**src/rtl/rr_bus_arbiter4.sv**
```systemverilog
// -----------------------------------------------------------------------------
// rr_bus_arbiter4
//   Round-robin arbiter/sequencer that shares one 32-bit 4:1 bus mux between
//   four requesters. It picks a winner, drives the mux select and presents a
//   valid/ready handshake toward the single consumer. A requester may hold a
//   locked multi-beat tenure, but only for up to MAX_BEATS beats, after which
//   the grant rotates to the next requester.
//
// Ports
//   clk        in   1  clock, rising edge
//   reset_n    in   1  asynchronous active-low reset
//   req        in   4  req[i]=1: requester i has a beat to send
//   lock       in   4  lock[i]=1: requester i keeps the grant after this beat
//   out_ready  in   1  consumer accepts the current beat
//   gnt        out  4  registered one-hot grant, zero when idle
//   mux_sel    out  2  registered mux select, index of the granted requester
//   out_valid  out  1  busy & req[winner]
//   beat       out  1  out_valid & out_ready (transfer this cycle)
// -----------------------------------------------------------------------------
module rr_bus_arbiter4 #(
   parameter int MAX_BEATS = 8,
   parameter int CNT_W     = $clog2(MAX_BEATS) + 1
) (
   input  logic       clk,
   input  logic       reset_n,
   input  logic [3:0] req,
   input  logic [3:0] lock,
   input  logic       out_ready,
   output logic [3:0] gnt,
   output logic [1:0] mux_sel,
   output logic       out_valid,
   output logic       beat
);

   typedef enum logic [0:0] {
      IDLE = 1'b0,
      BUSY = 1'b1
   } state_t;

   state_t             state_q, state_d;
   logic [3:0]         gnt_q, gnt_d;
   logic [1:0]         mux_sel_q, mux_sel_d;
   logic [1:0]         win_q, win_d;
   logic [1:0]         ptr_q, ptr_d;
   logic [CNT_W-1:0]   cnt_q, cnt_d;

   logic [2:0]         idle_pick_s;
   logic [2:0]         rel_pick_s;
   logic               busy_s;
   logic               valid_s;
   logic               beat_s;
   logic               release_s;

   // Scan r starting at index 'start' upward mod 4; returns {found, index}.
   // The scan runs from the farthest offset down so the nearest hit wins.
   function automatic logic [2:0] rr_pick(input logic [3:0] r, input logic [1:0] start);
      logic [2:0] res;
      logic [1:0] idx;
      res = 3'b000;
      for (int k = 3; k >= 0; k--) begin
         idx = start + 2'(k);
         if (r[idx]) begin
            res = {1'b1, idx};
         end else begin
            res = res;
         end
      end
      return res;
   endfunction

   assign busy_s    = (state_q == BUSY);
   assign valid_s   = busy_s & req[win_q];
   assign beat_s    = valid_s & out_ready;

   // Candidate when starting a tenure from idle, and candidate when releasing.
   // Starting the release scan at win+1 puts the current winner last in line.
   assign idle_pick_s = rr_pick(req, ptr_q);
   assign rel_pick_s  = rr_pick(req, win_q + 2'd1);

   // Next-state, grant and counter logic.
   always_comb begin
      state_d   = state_q;
      gnt_d     = gnt_q;
      mux_sel_d = mux_sel_q;
      win_d     = win_q;
      ptr_d     = ptr_q;
      cnt_d     = cnt_q;
      release_s = 1'b0;

      case (state_q)
         IDLE: begin
            if (idle_pick_s[2]) begin
               state_d   = BUSY;
               win_d     = idle_pick_s[1:0];
               mux_sel_d = idle_pick_s[1:0];
               gnt_d     = 4'b0001 << idle_pick_s[1:0];
               cnt_d     = {CNT_W{1'b0}};
            end else begin
               // Select is left alone while idle to avoid toggling the mux.
               gnt_d = 4'b0000;
            end
         end
         BUSY: begin
            // Withdrawal, unlocked beat, or the beat that hits the tenure cap.
            release_s = (~req[win_q])
                      | (beat_s & ~lock[win_q])
                      | (beat_s & (cnt_q == CNT_W'(MAX_BEATS - 1)));
            if (release_s) begin
               ptr_d = win_q + 2'd1;
               if (rel_pick_s[2]) begin
                  state_d   = BUSY;
                  win_d     = rel_pick_s[1:0];
                  mux_sel_d = rel_pick_s[1:0];
                  gnt_d     = 4'b0001 << rel_pick_s[1:0];
                  cnt_d     = {CNT_W{1'b0}};
               end else begin
                  state_d = IDLE;
                  gnt_d   = 4'b0000;
                  cnt_d   = {CNT_W{1'b0}};
               end
            end else if (beat_s) begin
               cnt_d = cnt_q + CNT_W'(1);
            end else begin
               cnt_d = cnt_q;
            end
         end
         default: begin
            state_d = IDLE;
            gnt_d   = 4'b0000;
            cnt_d   = {CNT_W{1'b0}};
         end
      endcase
   end

   // State and grant registers, cleared asynchronously.
   always_ff @(posedge clk or negedge reset_n) begin
      if (!reset_n) begin
         state_q   <= IDLE;
         gnt_q     <= 4'b0000;
         mux_sel_q <= 2'd0;
         win_q     <= 2'd0;
         ptr_q     <= 2'd0;
         cnt_q     <= {CNT_W{1'b0}};
      end else begin
         state_q   <= state_d;
         gnt_q     <= gnt_d;
         mux_sel_q <= mux_sel_d;
         win_q     <= win_d;
         ptr_q     <= ptr_d;
         cnt_q     <= cnt_d;
      end
   end

   assign gnt       = gnt_q;
   assign mux_sel   = mux_sel_q;
   assign out_valid = valid_s;
   assign beat      = beat_s;

endmodule

```
**config.mk**
```make
export PLATFORM = sky130hd
export DESIGN_NAME = rr_bus_arbiter4
export DESIGN_NICKNAME = d
export VERILOG_FILES = /design/src/rtl/rr_bus_arbiter4.sv
export SDC_FILE = /design/constraint.sdc
export NUM_CORES = 1
export LEC_CHECK = 0
export BUFFER_PORTS_ARGS = -buffer_cell sky130_fd_sc_hd__clkbuf_2
export CORE_AREA = 2 2 53 43
export CTS_BUF_LIST = sky130_fd_sc_hd__clkbuf_16
export CTS_CLUSTER_DIAMETER = 50
export DETAILED_ROUTE_END_ITERATION = 8
export DIE_AREA = 0 0 55 45
export PLACE_DENSITY_LB_ADDON = 0.12
export SYNTH_ARGS = -nofsm -noshare
export SYNTH_HDL_FRONTEND = slang
export SYNTH_SLANG_ARGS = --single-unit
```
**constraint.sdc**
```tcl
create_clock -name clk -period 2 [get_ports clk]
set_input_delay 0 -clock clk [delete_from_list [all_inputs] [get_ports clk]]
set_output_delay 0 -clock clk [all_outputs]
set_load 0.005 [all_outputs]
```
* Word-level counts from Yosys, hierarchy flattened
Cells that the tools add are included.
** Word-level totals
- Bits in registers :: 13
- Input bits :: 11
- Output and inout port bits :: 8
- Word-level logic and storage cells :: 85
** Operators by class
- $add $sub $neg :: 8
- Magnitude comparators :: 9
- Equal/unequal tests :: 5
- Shift-type cells :: 2
- Multiplexer cells :: 44
- Bitwise gates (word level) :: 9
- Reductions and logical operators :: 3
** Operators by type and width (count)
- 2-bit by 3-bit < comparator with 1-bit output (second input constant) :: 9
- 3-bit 2-to-1 mux :: 8
- 4-bit 2-to-1 mux :: 6
- 1-bit binary-select mux with 2-bit select :: 10
- 4-bit case mux with 2 select lines :: 2
- 1-bit 2-to-1 mux :: 13
- 2-bit adder (second input constant) :: 4
- 1-bit by 2-bit << shifter with 4-bit output (first input constant) :: 2
- 2-bit by 1-bit adder with 2-bit output (second input constant) :: 3
- 2-bit 2-to-1 mux :: 3
- 4-bit by 1-bit adder with 4-bit output (second input constant) :: 1
- 1-bit AND :: 4
- 4-bit by 3-bit equality test with 1-bit output (second input constant) :: 1
- 2-bit by 1-bit inequality test with 1-bit output (second input constant) :: 2
- 2-bit case mux with 2 select lines :: 1
- 2-bit AND reduction :: 2
- 3-bit by 1-bit inequality test with 1-bit output (second input constant) :: 1
- 1-bit NOT :: 3
- 3-bit AND reduction :: 1
- 2-bit inequality test (second input constant) :: 1
- 1-bit OR :: 2
- 1-bit case mux with 2 select lines :: 1

* Logic depth before layout (Yosys ltp)
- Depth in word-level cells :: 12
- Gate-level depth with buffers :: 7
- Mapped depth without buffers :: 5

* Worst setup path after synthesis
Ideal clock, no wire load.
- Kind :: reg-to-reg
- Start point :: register win_q[0]
- End point :: register gnt_q[2], in the netlist gnt[2]
- Arrival time :: 1.639 ns
- Path slack :: 0.279 ns
- Stages on the path, launching flop included :: 6
- Path buffers :: 1
- Cells stage by stage :: dfrtp_1 -> buf_6 -> a22o_1 -> a211oi_2 -> or4b_1 -> a31oi_1
** Between the ends
- Cells in the longest elaborated chain, start to end :: 12
- Elaborated cells on any way between the ends :: 33
** RTL lines
- from (decl) :: line 43 : logic [1:0] win_q, win_d;
- from (signal assigned) :: line 148 : win_q <= win_d;
- 2-bit by 1-bit adder with 2-bit output :: line 78 : assign rel_pick_s = rr_pick(req, win_q + 2'd1);
- 2-bit adder :: line 61 : idx = start + 2'(k);
- 1-bit binary-select mux with 2-bit select :: line 62 : if (r[idx]) begin
- 1-bit 2-to-1 mux (not written as such) :: line 62
- 3-bit 2-to-1 mux (4 in a row) :: line 62
- 1-bit by 2-bit << shifter with 4-bit output :: line 114 : gnt_d = 4'b0001 << rel_pick_s[1:0];
- 4-bit 2-to-1 mux :: line 110 : if (rel_pick_s[2]) begin
- 4-bit 2-to-1 mux :: line 108 : if (release_s) begin
- 4-bit case mux with 2 select lines :: line 90 : case (state_q)
- to (signal assigned) :: line 146 : gnt_q <= gnt_d;
- to (decl) :: line 41 : logic [3:0] gnt_q, gnt_d;
Parallel ways exist; a longest one is shown, timed or not. The select of a mux whose other input is x is not followed.
A chain may end at the register's enable or synchronous reset.

* Worst setup path in the final report
- Start point :: register win_q[0]
- End point :: register cnt_q[0]
** Between the ends
- Cells in the longest elaborated chain, start to end :: 9
- Elaborated cells on any way between the ends :: 16
** RTL lines
- 1-bit binary-select mux with 2-bit select :: line 72, 105
- 1-bit 2-to-1 mux (not written as such) :: line 72, 105
- 1-bit AND :: line 72 : assign valid_s = busy_s & req[win_q];
- 1-bit AND :: line 73 : assign beat_s = valid_s & out_ready;
- 1-bit AND :: line 106 : | (beat_s & ~lock[win_q])
- 1-bit OR :: line 106
- 1-bit OR :: line 107 : | (beat_s & (cnt_q == CNT_W'(MAX_BEATS - 1)));
- 4-bit 2-to-1 mux or 3-bit by 1-bit inequality test with 1-bit output (tied branches)
- 4-bit case mux with 2 select lines or 2-bit AND reduction (tied branches)
- to (signal assigned) :: line 143 : cnt_q <= {CNT_W{1'b0}};
- to (signal assigned) :: line 150 : cnt_q <= cnt_d;
- to (decl) :: line 45 : logic [CNT_W-1:0] cnt_q, cnt_d;
Parallel ways exist; a longest one is shown, timed or not. The select of a mux whose other input is x is not followed.

==> impl_results.md <==
- Gpl congestion: 0.829
- Setup WS post-layout: 0.100 ns
- Startpoint types: flip-flop
- Pin count of the biggest net entering global routing: 16
- CTS tree: done
- Total power: 0.00167 W
- First-pass GRT wire length: 3.53 mm
- Status: completed
- Mapped Area: 995 um2
- Clk_lat worst skew: 0.24 ns
- DR DRC count: 0
- Die area: 2480 um2
- Post-route clock skew: 0.00397 ns
- Avg Cell Area, Syn: 9.47 um2
- Crit path capture type: flip-flop
- Reg2reg start: win_q[0]
- Wire length per cell: 13.9 um
- Post-route antenna net violation count: 0
- Seq/Total Area, Yosys: 0.327
- Synth Register Bits: 13
- Dpl ws: 0.104 ns
- Leak: 0.536 nW
- Slew headroom: 0.719
- Mapped Cells: 105
- MaxCap Viol Count: 0
- Cts bufs inserted: 3
- Post-route insts no fill: 146
- CP Data Required Time: 2.12 ns
- Fin nets: 135
- YS warnings: 0
- Net Count, Synth: 117
- Worst Path Arrival: 2.02 ns
- DR vias: 840
- Ys flop type: dfrtp_1
- Kind of critical path: reg -> reg
- Async S/R FF share, synth: 1.00
- GRT overflow: 0
- # H-tree levels: 1
- Die width: 55 um
- Most common cell after layout, fill and taps aside: clkbuf_2
- Antenna diodes: 0
- Final instance area: 1160 um2
- Post-Route WL: 2.04 mm
- Post-CTS setup buffers: 0
- Cell row count: 14
- Post-DP Area: 1070 um2
- Hold Path Class: in -> async
- Slew @ Worst Pin: 0.417 ns
- Port Buffers: 18
- Clock buffer depth: 2
- Layout cell share with drive strength beyond 1: 0.295
- Area Overhead vs Synth: 17.1%
- Die Height: 45 um
- Final Hold Viols: 0
- Sum Neg Setup Slack: 0 ns
- Vias in the first global route: 810
- Most frequent cells in the layout: clkbuf_2, dfrtp_1, a21oi_1, nor2_1, nand2_1
- Worst Setup SP: win_q[0]
- Worst vdd ir: 1.16 mV
- Achievable Freq: 526 MHz
- Slew Limit Fails: 0
- Reg clk slew, reported paths: 0.05 ns
- Pwr per Cell Area: 1440 nW/um2
- Netlist cell types: 45
- GRT Util Overall: 0.200
- Starting density of the core: 0.516
- Core area: 1930 um2
- Vias per inst: 5.75
- Critical Path Fanout Max: 15
- HPWL Detailed: 1.54 mm
- IO Count: 19
- Root Buffer: clkbuf_16
- TritonRoute pass-1 iters: 4
- Number of flops mapped to enable cells by yosys: 0
- RSZ-0062 raised after global routing: false
- Setup violators final: 0
- Final period utilization: 0.950
- Initial antenna violation count: 0
- Placed insts: 141
- Tmin final: 1.90 ns
- 1st-iter DRT viols: 13
- Clock sinks: 13
- CTS resizes: 0
[metrics by stage]
| stage | util | hold slack [ns] |
|---|---|---|
| finish | 0.605 | 0.191 |
| detailed placement | 0.558 | -0.0853 |
| global placement | 0.558 | -0.0890 |
| floorplan | - | -0.296 |
| global route | 0.605 | 0.238 |
| CTS | 0.605 | 0.199 |
[what timing repair did]
item	4_1_cts	5_1_grt
hold buffers	1	0
endpoints found under the hold margin	13	0
setup endpoints to repair	0	0
[registers in the layout (all words and copies together) (netlist names)]
signal / count
busy_s: 1
cnt_q: 4
gnt: 4
ptr_q: 2
win_q: 2
[Yosys cell counts, types with 2 or more instances]
cell type  count  area share
dfrtp_1       13        0.33
a21oi_1        8       0.040
nor2_1         8       0.030
nand2_1        7       0.026
mux2i_1        6       0.060
buf_2          5       0.025
a22o_1         4       0.035
a31oi_1        4       0.025
nand3b_1       4       0.030
buf_6          3       0.034
nand2b_1       3       0.019
nor2b_1        3       0.019
inv_1          2      0.0075
mux2_2         2       0.023
nand3_1        2       0.010
o21ai_0        2       0.010
[cell type report]
| cell class | count | area (um2) |
|---|---|---|
| clock buffer | 3 | 75.1 |
| clock inverter | 1 | 5.00 |
| fill | 180 | 762 |
| inverter | 2 | 7.51 |
| multi-input combinational | 81 | 599 |
| sequential | 13 | 325 |
| tap | 24 | 30.0 |
| timing repair buffer | 22 | 123 |
[critical path, stage by stage (launching register included)]
cell and delay, ns:
dfrtp_1 0.49, mux4_2 0.58, and2_4 0.19, nand4_4 0.14, nor2_1 0.11, mux2_2 0.26
[metal layers]
layer / wire length [um] / track usage / up-vias
met1: 973 / 0.286 / 391
met2: 905 / 0.298 / 23
met4: 0 / 0.0195 / 0
met3: 155 / 0.0795 / 0
li1: - / - / 426
met5: 0 / 0 / -
[power by group]
| group | total (W) | leakage (nW) | switching, W | internal, W |
|---|---|---|---|---|
| sequential | 0.000490 | 0.159 | 0.000118 | 0.000373 |
| combinational | 0.000811 | 0.336 | 0.000394 | 0.000417 |
| clock | 0.000372 | 0.0409 | 0.000106 | 0.000265 |
[logic make-up (layout without fill, tap and decap cells)]
logic type | count (synthesis) | count (layout) | share of synthesized area
muxes | 9 | 9 | 0.106
buffers and inverters | 11 | 28 | 0.0704
and+or+nand+nor | 41 | 41 | 0.258
DFF | 13 | 13 | 0.327
AOI/OAI and AO/OA | 29 | 29 | 0.218
xor gates and xnor gates | 1 | 1 | 0.00881
adders and majority gates | 1 | 1 | 0.0126
[worst paths after layout]
check,endpoint,slack [ns],depth (start not counted)
max in group asynchronous,cnt_q[1],1.56,2
max reg2reg,cnt_q[0],0.10,5
max,cnt_q[0],0.10,5
min in group clk,gnt[0],0.26,3
min,ptr_q[1],0.19,2
min reg2reg,cnt_q[3],0.54,1
Note: power is estimated with default switching activity, not from simulation.
